$ cat src/rtl/fp_mult_pkg.sv
// Shared constants for the pipelined FP multiplier: flag bit positions, operand
// class bits and special-value encodings parameterised by exponent/mantissa width.
package fp_mult_pkg;

   localparam int FLAGS_W      = 5;
   localparam int FLAG_INVALID = 4;
   localparam int FLAG_INF     = 3;
   localparam int FLAG_OVF     = 2;
   localparam int FLAG_UNF     = 1;
   localparam int FLAG_INEXACT = 0;

   // Operand-pair class carried down the pipe; round stage resolves nan > inf > zero.
   localparam int CLS_W    = 4;
   localparam int CLS_NAN  = 3;
   localparam int CLS_INV  = 2;
   localparam int CLS_INF  = 1;
   localparam int CLS_ZERO = 0;

   function automatic int fp_bias(input int exp_w);
      return (1 << (exp_w - 1)) - 1;
   endfunction

   function automatic logic [63:0] fp_inf(input int exp_w, input int man_w);
      return ((64'd1 << exp_w) - 64'd1) << man_w;
   endfunction

   function automatic logic [63:0] fp_qnan(input int exp_w, input int man_w);
      return fp_inf(exp_w, man_w) | (64'd1 << (man_w - 1));
   endfunction

   function automatic logic [63:0] fp_max_finite(input int exp_w, input int man_w);
      return (((64'd1 << exp_w) - 64'd2) << man_w) | ((64'd1 << man_w) - 64'd1);
   endfunction

endpackage

$ cat src/rtl/fp_mult_round.sv
// Final stage of fp_mult_pipe: rounding, renormalisation, range check and pack.
// FP_MULT_PIPE_RNE_EN selects round-to-nearest-even (overflow -> inf); otherwise truncate.
module fp_mult_round
   import fp_mult_pkg::*;
#(
   parameter int EXP_W = 5,
   parameter int MAN_W = 10
) (
   input  logic                 sign,
   input  logic [EXP_W+1:0]     exp_in,
   input  logic [2*MAN_W:0]     frac,
   input  logic [CLS_W-1:0]     cls,
   output logic [EXP_W+MAN_W:0] result,
   output logic [FLAGS_W-1:0]   flags
);

   localparam int DW = 1 + EXP_W + MAN_W;
   localparam logic [DW-1:0]  QNAN     = DW'(fp_qnan(EXP_W, MAN_W));
   localparam logic [DW-1:0]  INF      = DW'(fp_inf(EXP_W, MAN_W));
   localparam logic [EXP_W:0] EXP_ONES = {1'b0, {EXP_W{1'b1}}};
`ifdef FP_MULT_PIPE_RNE_EN
   localparam bit             RNE      = 1'b1;
   localparam logic [DW-1:0]  OVF_VAL  = INF;
`else
   localparam bit             RNE      = 1'b0;
   localparam logic [DW-1:0]  OVF_VAL  = DW'(fp_max_finite(EXP_W, MAN_W));
`endif

   logic [MAN_W-1:0] man;
   logic             guard, sticky, round_up;
   logic [MAN_W:0]   man_r;
   logic [EXP_W+1:0] exp_r;
   logic             ovf, unf;

   always_comb begin
      // frac excludes the implicit leading one: kept mantissa, then guard, then sticky bits.
      man      = frac[2*MAN_W:MAN_W+1];
      guard    = frac[MAN_W];
      sticky   = |frac[MAN_W-1:0];
      round_up = RNE & guard & (sticky | man[0]);
      man_r    = {1'b0, man} + {{MAN_W{1'b0}}, round_up};
      exp_r    = exp_in + {{(EXP_W+1){1'b0}}, man_r[MAN_W]};
      ovf      = ~exp_r[EXP_W+1] & (exp_r[EXP_W:0] >= EXP_ONES);
      unf      = exp_r[EXP_W+1] | (exp_r == '0);

      result = {sign, exp_r[EXP_W-1:0], man_r[MAN_W-1:0]};
      flags  = '0;
      flags[FLAG_INEXACT] = guard | sticky;
      if (cls[CLS_NAN]) begin
         result = QNAN;
         flags  = '0;
         flags[FLAG_INVALID] = cls[CLS_INV];
      end else if (cls[CLS_INF]) begin
         result = {sign, INF[DW-2:0]};
         flags  = '0;
         flags[FLAG_INF] = 1'b1;
      end else if (cls[CLS_ZERO]) begin
         result = {sign, {(DW-1){1'b0}}};
         flags  = '0;
      end else if (ovf) begin
         result = {sign, OVF_VAL[DW-2:0]};
         flags  = '0;
         flags[FLAG_OVF]     = 1'b1;
         flags[FLAG_INEXACT] = 1'b1;
         flags[FLAG_INF]     = RNE;
      end else if (unf) begin
         result = {sign, {(DW-1){1'b0}}};
         flags  = '0;
         flags[FLAG_UNF]     = 1'b1;
         flags[FLAG_INEXACT] = 1'b1;
      end
   end

endmodule

$ cat src/rtl/fp_mult_pipe.sv
// 3-stage IEEE-format multiplier with valid/ready handshake and whole-pipe stall.
// Rounding mode set by FP_MULT_PIPE_RNE_EN (defined: RNE, undefined: truncate).
module fp_mult_pipe
   import fp_mult_pkg::*;
#(
   parameter int EXP_W = 5,
   parameter int MAN_W = 10
) (
   input  logic                 clk,
   input  logic                 rst,
   input  logic                 in_valid,
   output logic                 in_ready,
   input  logic [EXP_W+MAN_W:0] a,
   input  logic [EXP_W+MAN_W:0] b,
   output logic                 out_valid,
   input  logic                 out_ready,
   output logic [EXP_W+MAN_W:0] result,
   output logic [FLAGS_W-1:0]   flags
);

   localparam int DW = 1 + EXP_W + MAN_W;
   localparam int SW = 2*MAN_W + 2;
   localparam int XW = EXP_W + 2;
   localparam logic [XW-1:0] BIAS = XW'(fp_bias(EXP_W));

   logic             advance;
   logic [EXP_W-1:0] a_exp, b_exp;
   logic [MAN_W-1:0] a_man, b_man;
   logic             a_nan, b_nan, a_inf, b_inf, a_zero, b_zero, inv;

   logic             s1_vld_d, s1_vld_q, s1_sign_d, s1_sign_q;
   logic [XW-1:0]    s1_exp_d, s1_exp_q;
   logic [SW-1:0]    s1_sig_d, s1_sig_q;
   logic [CLS_W-1:0] s1_cls_d, s1_cls_q;

   logic             s2_vld_d, s2_vld_q, s2_sign_d, s2_sign_q;
   logic [XW-1:0]    s2_exp_d, s2_exp_q;
   logic [SW-2:0]    s2_frac_d, s2_frac_q;
   logic [CLS_W-1:0] s2_cls_d, s2_cls_q;

   logic               out_valid_d, out_valid_q;
   logic [DW-1:0]      result_d, result_q, rnd_result;
   logic [FLAGS_W-1:0] flags_d, flags_q, rnd_flags;

   assign advance   = ~out_valid_q | out_ready;
   assign in_ready  = advance;
   assign out_valid = out_valid_q;
   assign result    = result_q;
   assign flags     = flags_q;

   always_comb begin
      a_exp  = a[DW-2:MAN_W];
      b_exp  = b[DW-2:MAN_W];
      a_man  = a[MAN_W-1:0];
      b_man  = b[MAN_W-1:0];
      a_nan  = (&a_exp) & (|a_man);
      b_nan  = (&b_exp) & (|b_man);
      a_inf  = (&a_exp) & ~(|a_man);
      b_inf  = (&b_exp) & ~(|b_man);
      // Subnormals are classed as zero.
      a_zero = ~(|a_exp);
      b_zero = ~(|b_exp);
      inv    = ~(a_nan | b_nan) & ((a_inf & b_zero) | (a_zero & b_inf));
   end

   // S1: classify, unbiased exponent sum, full significand product.
   always_comb begin
      s1_vld_d  = s1_vld_q;
      s1_sign_d = s1_sign_q;
      s1_exp_d  = s1_exp_q;
      s1_sig_d  = s1_sig_q;
      s1_cls_d  = s1_cls_q;
      if (advance) begin
         s1_vld_d  = in_valid;
         s1_sign_d = a[DW-1] ^ b[DW-1];
         s1_exp_d  = XW'(a_exp) + XW'(b_exp) - BIAS;
         s1_sig_d  = SW'({1'b1, a_man}) * SW'({1'b1, b_man});
         s1_cls_d  = '0;
         s1_cls_d[CLS_NAN]  = a_nan | b_nan | inv;
         s1_cls_d[CLS_INV]  = inv;
         s1_cls_d[CLS_INF]  = a_inf | b_inf;
         s1_cls_d[CLS_ZERO] = a_zero | b_zero;
      end
   end

   // S2: normalise so the leading one sits just above frac; it is implicit from here on.
   always_comb begin
      s2_vld_d  = s2_vld_q;
      s2_sign_d = s2_sign_q;
      s2_exp_d  = s2_exp_q;
      s2_frac_d = s2_frac_q;
      s2_cls_d  = s2_cls_q;
      if (advance) begin
         s2_vld_d  = s1_vld_q;
         s2_sign_d = s1_sign_q;
         s2_cls_d  = s1_cls_q;
         if (s1_sig_q[SW-1]) begin
            s2_exp_d  = s1_exp_q + XW'(1);
            s2_frac_d = s1_sig_q[SW-2:0];
         end else begin
            s2_exp_d  = s1_exp_q;
            s2_frac_d = {s1_sig_q[SW-3:0], 1'b0};
         end
      end
   end

   fp_mult_round #(.EXP_W(EXP_W), .MAN_W(MAN_W)) u_round (
      .sign   (s2_sign_q),
      .exp_in (s2_exp_q),
      .frac   (s2_frac_q),
      .cls    (s2_cls_q),
      .result (rnd_result),
      .flags  (rnd_flags)
   );

   always_comb begin
      out_valid_d = out_valid_q;
      result_d    = result_q;
      flags_d     = flags_q;
      if (advance) begin
         out_valid_d = s2_vld_q;
         result_d    = rnd_result;
         flags_d     = rnd_flags;
      end
   end

   always_ff @(posedge clk) begin
      if (rst) begin
         s1_vld_q <= 1'b0; s1_sign_q <= 1'b0; s1_exp_q <= '0; s1_sig_q <= '0; s1_cls_q <= '0;
         s2_vld_q <= 1'b0; s2_sign_q <= 1'b0; s2_exp_q <= '0; s2_frac_q <= '0; s2_cls_q <= '0;
         out_valid_q <= 1'b0; result_q <= '0; flags_q <= '0;
      end else begin
         s1_vld_q <= s1_vld_d; s1_sign_q <= s1_sign_d; s1_exp_q <= s1_exp_d;
         s1_sig_q <= s1_sig_d; s1_cls_q <= s1_cls_d;
         s2_vld_q <= s2_vld_d; s2_sign_q <= s2_sign_d; s2_exp_q <= s2_exp_d;
         s2_frac_q <= s2_frac_d; s2_cls_q <= s2_cls_d;
         out_valid_q <= out_valid_d; result_q <= result_d; flags_q <= flags_d;
      end
   end

endmodule

$ cat config.mk
export PLATFORM = sky130hd
export DESIGN_NAME = fp_mult_pipe
export DESIGN_NICKNAME = d
export VERILOG_FILES = /design/src/rtl/fp_mult_pkg.sv /design/src/rtl/fp_mult_round.sv /design/src/rtl/fp_mult_pipe.sv
export SDC_FILE = /design/constraint.sdc
export NUM_CORES = 1
export LEC_CHECK = 0
export BUFFER_PORTS_ARGS = -buffer_cell sky130_fd_sc_hd__buf_4
export CORE_UTILIZATION = 40
export CTS_BUF_LIST = sky130_fd_sc_hd__clkbuf_16
export CTS_CLUSTER_SIZE = 40
export DETAILED_ROUTE_END_ITERATION = 6
export GPL_TIMING_DRIVEN = 0
export PLACE_DENSITY = 0.56
export SLEW_MARGIN = 20
export SYNTH_ARGS = -nofsm -noshare
export SYNTH_HDL_FRONTEND = slang
export SYNTH_HIERARCHICAL = 1
export SYNTH_SLANG_ARGS = --single-unit
export TNS_END_PERCENT = 10
$ cat constraint.sdc
create_clock -name clk -period 8.6 [get_ports clk]
set_input_delay 0.86 -clock clk [delete_from_list [all_inputs] [get_ports clk]]
set_output_delay 0.86 -clock clk [all_outputs]
set_load 0.05 [all_outputs]
==> results of run 1 <==
[synthesized netlist by cell type (10+ instances only)]
library cell                 n
sky130_fd_sc_hd__nand2_1   147
sky130_fd_sc_hd__inv_1     127
sky130_fd_sc_hd__dfxtp_1    91
sky130_fd_sc_hd__fa_1       81
sky130_fd_sc_hd__nor2_1     71
sky130_fd_sc_hd__ha_1       69
sky130_fd_sc_hd__a21oi_1    57
sky130_fd_sc_hd__clkbuf_1   42
sky130_fd_sc_hd__and2_1     41
sky130_fd_sc_hd__a211oi_1   31
sky130_fd_sc_hd__mux2i_1    21
sky130_fd_sc_hd__o21ai_0    14
sky130_fd_sc_hd__nand3_1    11
sky130_fd_sc_hd__or3_1      11
sky130_fd_sc_hd__xnor2_1    11
sky130_fd_sc_hd__a21o_1     10
sky130_fd_sc_hd__nor3_1     10
[final cells by class]
type / instances / area (µm²) / share of cell area
multi-input cells: 691 / 5560 / 0.608
flip-flops and latches: 91 / 1820 / 0.199
inverters: 127 / 477 / 0.0521
repair buffers: 53 / 398 / 0.0435
well taps: 265 / 332 / 0.0362
clock buffers: 9 / 225 / 0.0246
plain buffers: 55 / 211 / 0.0231
clock inverters: 7 / 125 / 0.0137
[per-layer routing]
metal,up-vias,part of all wire,track usage
met3,18,0.027,0.0199
li1,3307,-,-
met4,0,0.011,0.0504
met2,128,0.48,0.380
met1,3198,0.48,0.290
met5,-,0,0
[logic make-up (layout without fill, tap and decap cells)]
logic type | after synthesis | in the layout | synth area share
adders and majority gates | 150 | 150 | 0.308
muxes | 21 | 21 | 0.0260
and+or+nand+nor | 337 | 337 | 0.199
DFF | 91 | 91 | 0.226
xor gates and xnor gates | 16 | 16 | 0.0174
buffers and inverters | 182 | 251 | 0.0853
AOI/OAI and AO/OA | 167 | 167 | 0.139
[metrics by stage]
step	cells	hold slack [ns]	worst slack [ns]	area [µm²]	power [mW]
after floorplan	964	0.427	2.90	8070	1.89
after global placement	1282	0.439	2.26	8800	2.28
after detailed placement	1282	0.447	2.30	8800	2.27
after CTS	1298	0.457	2.65	9150	2.75
after global routing	1298	0.472	2.35	9150	3.00
final	1298	0.453	2.67	9150	2.73
[report_power, final]
part	internal, mW	switching, mW
clock	0.287	0.178
combinational	0.718	0.980
sequential	0.509	0.0590
total	1.51	1.22
[worst paths after layout]
check,to,slack (ns)
setup / recovery,s1_sig_q[17],2.67
hold / removal,result[5],0.45
setup reg to reg,s1_exp_q[4],6.34
hold reg to reg,result[5],0.45
[worst max-delay path: stages]
cell,delay (ns)
sky130_fd_sc_hd__buf_4,0.08
sky130_fd_sc_hd__clkbuf_1,0.45
sky130_fd_sc_hd__inv_1,0.18
sky130_fd_sc_hd__nor2_1,0.20
sky130_fd_sc_hd__fa_1,0.43
sky130_fd_sc_hd__fa_1,0.47
sky130_fd_sc_hd__fa_1,0.53
sky130_fd_sc_hd__fa_1,0.55
sky130_fd_sc_hd__inv_1,0.05
sky130_fd_sc_hd__fa_1,0.53
sky130_fd_sc_hd__inv_1,0.04
sky130_fd_sc_hd__ha_1,0.27
sky130_fd_sc_hd__buf_2,0.18
sky130_fd_sc_hd__a21oi_1,0.31
sky130_fd_sc_hd__nor4b_4,0.39
sky130_fd_sc_hd__nor4_2,0.07
sky130_fd_sc_hd__or3_1,0.35
sky130_fd_sc_hd__a32o_1,0.24
[state kept, by name, summed over array words and instances, names as in the netlist]
signal and count:
s2_cls_q 4, s1_vld_q 1, flags 5, s2_sign_q 1, result 16, out_valid 1
s1_cls_q 4, s1_sign_q 1, s2_exp_q 7, s1_sig_q 22, s2_frac_q 21, s1_exp_q 7
s2_vld_q 1
==> results list, run 1 <==
- The final layout contains 1214 nets.
- Clk_lat worst skew: 0.35 ns
- Effective utilization at floorplan: 0.412
* Number of diodes added for antenna fixing: 0
* Number of failing hold endpoints at the final stage: 0
- Syn Std Cell Area: 8070 µm²
* Post-synthesis sequential element count: 91
- The worst setup path is captured at a flip-flop.
* Die Y: 144 µm
* Sequential-to-total area share from yosys stat: 0.226
- Counting flops with a built-in enable in the synthesized netlist gives 0.
* Post-synthesis instance total: 964
* Leading area contributor after synthesis: sky130_fd_sc_hd__dfxtp_1
- Counting along the longest clock path gives a buffer depth of 2.
* Hold WC Path Type: reg2reg
- Final period utilization: 0.690
* Power Density: 298 nW/µm²
* Fin crit period: 5.93 ns
* Core Footprint: 19600 µm²
* Cell at the root of the clock tree: sky130_fd_sc_hd__clkbuf_16
- Clock-pin slew was measured on the worst setup and hold paths at 0.07 ns.
- Data on the critical path arrives at its endpoint at 6.18 ns.
- Via density per instance: 5.12
- Setup repair after global routing missed its margin: false
* Worst hold start: result[5]
- Number of max-cap violations: 0
- Dominant register cell in the synthesized netlist: sky130_fd_sc_hd__dfxtp_1
* Total global-route track usage: 0.218
- Count of buffers from port buffering: 53
- Number of iterations in the first detailed-routing pass: 5
- The tree built by TritonCTS fans out to 91 sinks.
* Maximum fanout count along the critical path: 10
- Setup violations remaining at the end of the flow were counted as 0.
- Post-CTS timing repair inserted 0 buffers for setup.
- Overflow left after global routing: 0
- Derived from the worst setup path, the maximum achievable clock frequency is 169 MHz.
- Initial DRC count: 357
- Area overhead of the layout relative to synthesis: 13.4%
- After synthesis, the cell types taking the most area are sky130_fd_sc_hd__dfxtp_1, sky130_fd_sc_hd__fa_1, sky130_fd_sc_hd__ha_1, sky130_fd_sc_hd__nand2_1, sky130_fd_sc_hd__inv_1.
- Final WL: 21.0 mm
- The number of global-route vias before repair came to 6570.
* Fill cell count: 2012
- Once layout is complete, the utilization of the core stands at 0.467.
* Die area: 20700 µm²
- Proportion of netlist area held by the largest area contributor: 0.226
- Number of ports placed on the die boundary: 59
- IR analysis of the VDD net gives a maximum drop of 0.000119 V.
- The first global-routing pass estimated 34.5 mm of wire.
* Horizontal die dimension: 144 µm
- PostCTS Resize Cnt: 0
- Once detail routing completed, the nets flagged for antenna violations numbered 0.
* Layout cell share with drive strength beyond 1: 0.0813
* Number of warnings reported in the yosys synthesis log: 6
- Post-detail-place hpwl: 16.9 mm
* Per-instance average area after synthesis: 8.37 µm²
- Dividing the detail-routed wire length by the instance count gives 16.2 µm.
- In the routed design, unresolved DRC markers number 0.
- TritonCTS clock tree: built
* Via Count: 6651
- Setup crit start: a[5]
* Largest net degree at the start of global routing: 17
* Cell depth of the worst hold path: 2
- The flow ran to the end, and the final reports show no timing, DRC or antenna violations.
- The initial antenna violation count is 0.
- Net count of the mapped netlist: 1150
- STA puts the critical path data required time at 8.85 ns.
* Worst clock skew on the final layout: 0.00657 ns
- Sum of negative setup slack: 0 ns
* Slew Limit Fails: 0
- TritonCTS created 9 clock buffers.
* Critical Path Source Type: input port
* Worst slew margin: 0.511
- Commonest non-fill, non-tap cells in the layout: sky130_fd_sc_hd__nand2_1, sky130_fd_sc_hd__inv_1, sky130_fd_sc_hd__dfxtp_1
- Reg-to-reg critical path startpoint: out_valid
- For the pin with the worst max-slew slack, the measured transition is 0.733 ns.
- The congestion estimate from routability-driven global placement came to 0.852.
- Core Rows: 51
- The number of cells on the worst reg-to-reg path is 6.
- Leakage power: 4.28 nW
* Number of H-tree levels: 3
- For this design, the CTS-stage hold fixing added 0 buffers.
* Library cells used by synthesis: 63
* Fraction of synthesis flops using an asynchronous set or reset pin: 0
- Crit path kind: in2reg
- Most common cell after layout, fill and taps aside: sky130_fd_sc_hd__nand2_1
Power figures use the tool's default switching activity.
==> run 2: changes to the inputs <==
Settings changed: ABC_AREA from default to 1, PLACE_DENSITY 0.56 to 0.58.
Clock period 8.6 ns to 4.9 ns, I/O delays scaled along.
==> run 2 against run 1 <==
Register-to-register slack worse by 3.0 ns. Sequential share of layout area is 0.52 points lower. Non-clock buffer count shrank 11. Die area is 3.6% higher. Power rose by 78%. Synthesized area rose by 3.6%. Global-route usage fell by 1.8 points. Critical endpoint unchanged. Largest cell class unchanged. Largest power group unchanged.
==> results list, run 2 <==
- The run finished with clean final reports.
- The number of placed I/O pins was 59 (unchanged).
* Worst slack at placement: -0.524 ns (-2.82 ns)
- Horizontal die dimension: 147 µm (+1.8%)
- STA classifies the critical path endpoint as a flip-flop.
- Compared with the post-synthesis result, the final layout area differs by 12.3%.
- Setup-violating endpoint count in the final report: 0 (unchanged)
- Die Y: 147 µm (+1.8%)
- The number of failing hold endpoints at the final stage is 0 (unchanged).
* Post-synthesis sequential element count: 91 (unchanged)
* Kind of cell adding the most delay to the critical path: adder cells
- The initial antenna violation count came to 0 (unchanged).
* Number of enable-type register cells in the synthesized netlist: 0 (unchanged)
- Flip-flop count of the largest register after layout: 22 (unchanged)
- Per-instance average area after synthesis: 7.19 µm² (-14%)
- Final Worst Setup Slack: 0.257 ns (-2.41 ns)
- Walking the worst path, the cells encountered are buf_4, clkbuf_4, inv_1, fa_1, inv_1, fa_1, fa_1, fa_1, inv_1, fa_1, inv_1, ha_2, nand2_2, inv_2, a21oi_4, nand3_2, nand2_1, nand2_1, nand2_1, nand3_1, nand2_1, inv_1.
- Maximum fanout count along the critical path: 10 (unchanged)
* Number of warnings reported in the yosys synthesis log: 6 (unchanged)
* Library cells used by synthesis: 39 (-38%)
- The violation count after the first detailed-routing iteration is 385 (+7.8%).
- Reg-to-reg critical path endpoint: s1_cls_q[1]
* Routability-driven placement congestion ratio: 0.850 (-0.26%)
- Worst clock skew on the final layout: 0.00655 ns (-0.0000150 ns)
- The quantity of hold-fixing buffers added after cts was 0 (unchanged).
- Among all stages on the critical path, the largest delay is contributed by sky130_fd_sc_hd__fa_1.
- Average detailed-routed wire length per instance: 13.2 µm (-18%)
* Proportion of netlist area held by the largest area contributor: 0.218 (-0.00794)
- The number of standard-cell rows in the floorplan was 52 (+2.0%).
- Leading area contributor after synthesis: sky130_fd_sc_hd__dfxtp_1
* Net count of the mapped netlist: 1350 (+17%)
- TritonCTS clock tree: built
- Number of max-cap violations: 0 (unchanged)
- The number of inserted filler cells in the final layout is 2161 (+7.4%).
- Final nets: 1405 (+16%)
* Number of clock sinks seen by CTS: 91 (unchanged)
* Placed Instance Area: 9140 µm² (+3.8%)
- The fraction of registers with async set/reset was 0 (unchanged).
- Via density per instance: 4.84 (-5.5%)
* IR drop worst, VDD: 0.000305 V (+160%)
* R2r setup slk: 3.37 ns (-2.97 ns)
* Largest Register: s1_sig_q
* Layout cell share with drive strength beyond 1: 0.104 (+0.0225)
- Hold WC Path Type: in2reg
- Endpoint arrival time on the critical path: 4.88 ns (-1.30 ns)
- The ratio of total power to cell area is 517 nW/µm² (+73%).
- CTS clk-pin slew, worst paths: 0.06 ns (about the same)
- Die area: 21500 µm² (+3.6%)
* Post-CTS setup-driven buffer insertion count: 0 (unchanged)
- Effective utilization at floorplan: 0.411 (-0.00123)
- Worst hold start: rst
- The footprint of the multi-input gates was 5430 µm² (-2.4%).
- Leading post-synthesis cells by cell area: sky130_fd_sc_hd__dfxtp_1, sky130_fd_sc_hd__fa_1, sky130_fd_sc_hd__nand2_1, sky130_fd_sc_hd__inv_1, sky130_fd_sc_hd__ha_1
- Total global-route track usage: 0.200 (-0.0183)
* Core Footprint: 20400 µm² (+4.0%)
- The static leakage came to 5.22 nW (+22%).
* Residual DRC count: 0 (unchanged)
- Utilization after layout: 0.461 (-0.00578)
* Syn Std Cell Area: 8360 µm² (+3.6%)
- The sequential element share of the synthesized area came to 0.218 (-0.00794).
- Commonest non-fill, non-tap cells in the layout: sky130_fd_sc_hd__nand2_1, sky130_fd_sc_hd__inv_1, sky130_fd_sc_hd__nor2_1
- The depth of the CTS H-tree is 3 (unchanged).
* Slew Limit Fails: 0 (unchanged)
- Fin crit period: 4.64 ns
* Via Count: 7229 (+8.7%)
- First-pass GRT wire length: 34.7 mm (+0.50%)
* Cell depth of the worst hold path: 2 (unchanged)
- Static timing analysis puts the maximum clock frequency at 215 MHz.
- Cell area after layout: 9390 µm² (+2.7%)
- Overflow left after global routing: 0 (unchanged)
- Number of global-route vias before repair: 7276 (+11%)
- The buffer levels on the longest clock path is 2 (unchanged).
- Crit path kind: in2reg
- The largest incremental delay on the critical path came to 0.57 ns (+0.02 ns).
- The total iterations of the first detailed-routing run came to 5 (unchanged).
* Sum of negative setup slack: 0 ns (unchanged)
- Clock buffers created by TritonCTS: 9 (unchanged)
* Transition time of the tightest slew-check pin: 0.595 ns (-0.139 ns)
- The cell count after placement came to 1492 (+16%).
- The cell depth of the worst flop-to-flop path was 7 (+1).
- Final WL: 19.8 mm (-5.9%)
- Leaving out fill and tap cells, the most frequent cell in the layout is sky130_fd_sc_hd__nand2_1.
* Dominant register cell in the synthesized netlist: sky130_fd_sc_hd__dfxtp_1
* CP Buf/Inv Count: 8 (+2)
- The root buffer cell chosen for the clock tree is sky130_fd_sc_hd__clkbuf_16.
- The post-layout instance count excluding filler cells was 1493 (+15%).
- Count of buffers from port buffering: 58 (+9.4%)
* Top-count cell post-synth: sky130_fd_sc_hd__nand2_1
- Reg-to-reg critical path startpoint: out_valid
* Number of diodes added for antenna fixing: 0 (unchanged)
- Worst slew margin: 0.604 (+0.0924)
- STA classifies the critical path startpoint as an input port.
* Clk_lat worst skew: 0.34 ns (about the same)
- Setup repair after global routing missed its margin: false
- The residual antenna-violating net count after detailed routing is 0 (unchanged).
- For hold timing, the worst endpoint is s1_cls_q[2].
- The number of cells produced by synthesis came to 1164 (+21%).
- Sequential cell area: 1820 µm² (unchanged)
* Final period utilization: 0.948
- Required time worst endpoint: 5.13 ns (-3.72 ns)
- The post-DP HPWL came to 16.4 mm (-2.6%).
- Sorting the synthesized cells by how often they occur yields sky130_fd_sc_hd__nand2_1, sky130_fd_sc_hd__inv_1, sky130_fd_sc_hd__nor2_1.
- Largest net degree at the start of global routing: 15 (-2)
* Total power: 4.86 mW (+78%)
* Hold_ws: 0.349 ns (-0.104 ns)
[run 2: cells by family after synthesis]
family                     Yosys count  share of synthesized area
xor gates and xnor gates            18                     0.0188
AOI/OAI and AO/OA                  163                      0.109
DFF                                 91                      0.218
adders and majority gates          150                      0.297
and+or+nand+nor                    449                      0.222
buffers and inverters              293                      0.135
[run 2: what timing repair did]
item / in CTS / in global routing
hold endpoints to repair: 0 / 0
pin swaps: 0 / 0
resized for setup: 3 / 12
setup endpoints to repair: 12 / 12
[run 2: power by group]
part | internal [mW] | switching (mW) | leakage [nW] | total, mW
registers | 0.896 | 0.0939 | 0.749 | 0.990
clock network | 0.388 | 0.276 | 0.138 | 0.664
logic | 1.21 | 2.00 | 4.34 | 3.21
total | 2.49 | 2.37 | 5.22 | 4.86
[run 2: area by class of cell]
type	count	share of cell area
clock inverters	6	0.00626
inverters	240	0.0962
clock buffers	9	0.0240
flip-flops and latches	91	0.194
multi-input cells	780	0.578
plain buffers	39	0.0196
well taps	270	0.0360
repair buffers	58	0.0464
[run 2: worst register-to-register path: cells and delay by family (launching register included)]
family | cells | cell delay, ns
buf+inv | 4 | 0.74
flops | 1 | 0.31
simple gates | 2 | 0.26
compound gates | 1 | 0.13
[run 2: worst max-delay path by stage]
stage | startpoint | end | depth (start not counted)
6_report | a[2] | s1_sig_q[17] | 22
2_1_floorplan | b[4] | s1_sig_q[20] | 23
3_5_place_dp | a[2] | s1_sig_q[17] | 22
3_3_place_gp | a[5] | s1_sig_q[16] | 24
4_1_cts | b[8] | s1_sig_q[17] | 22
5_1_grt | a[5] | s1_sig_q[16] | 23
[run 2: layer usage]
metal	up-vias	track usage	wire length, µm
met5	-	0	0
met4	0	0.0297	161
met3	14	0.0291	643
met2	116	0.350	9440
met1	3438	0.263	9530
li1	3661	-	-
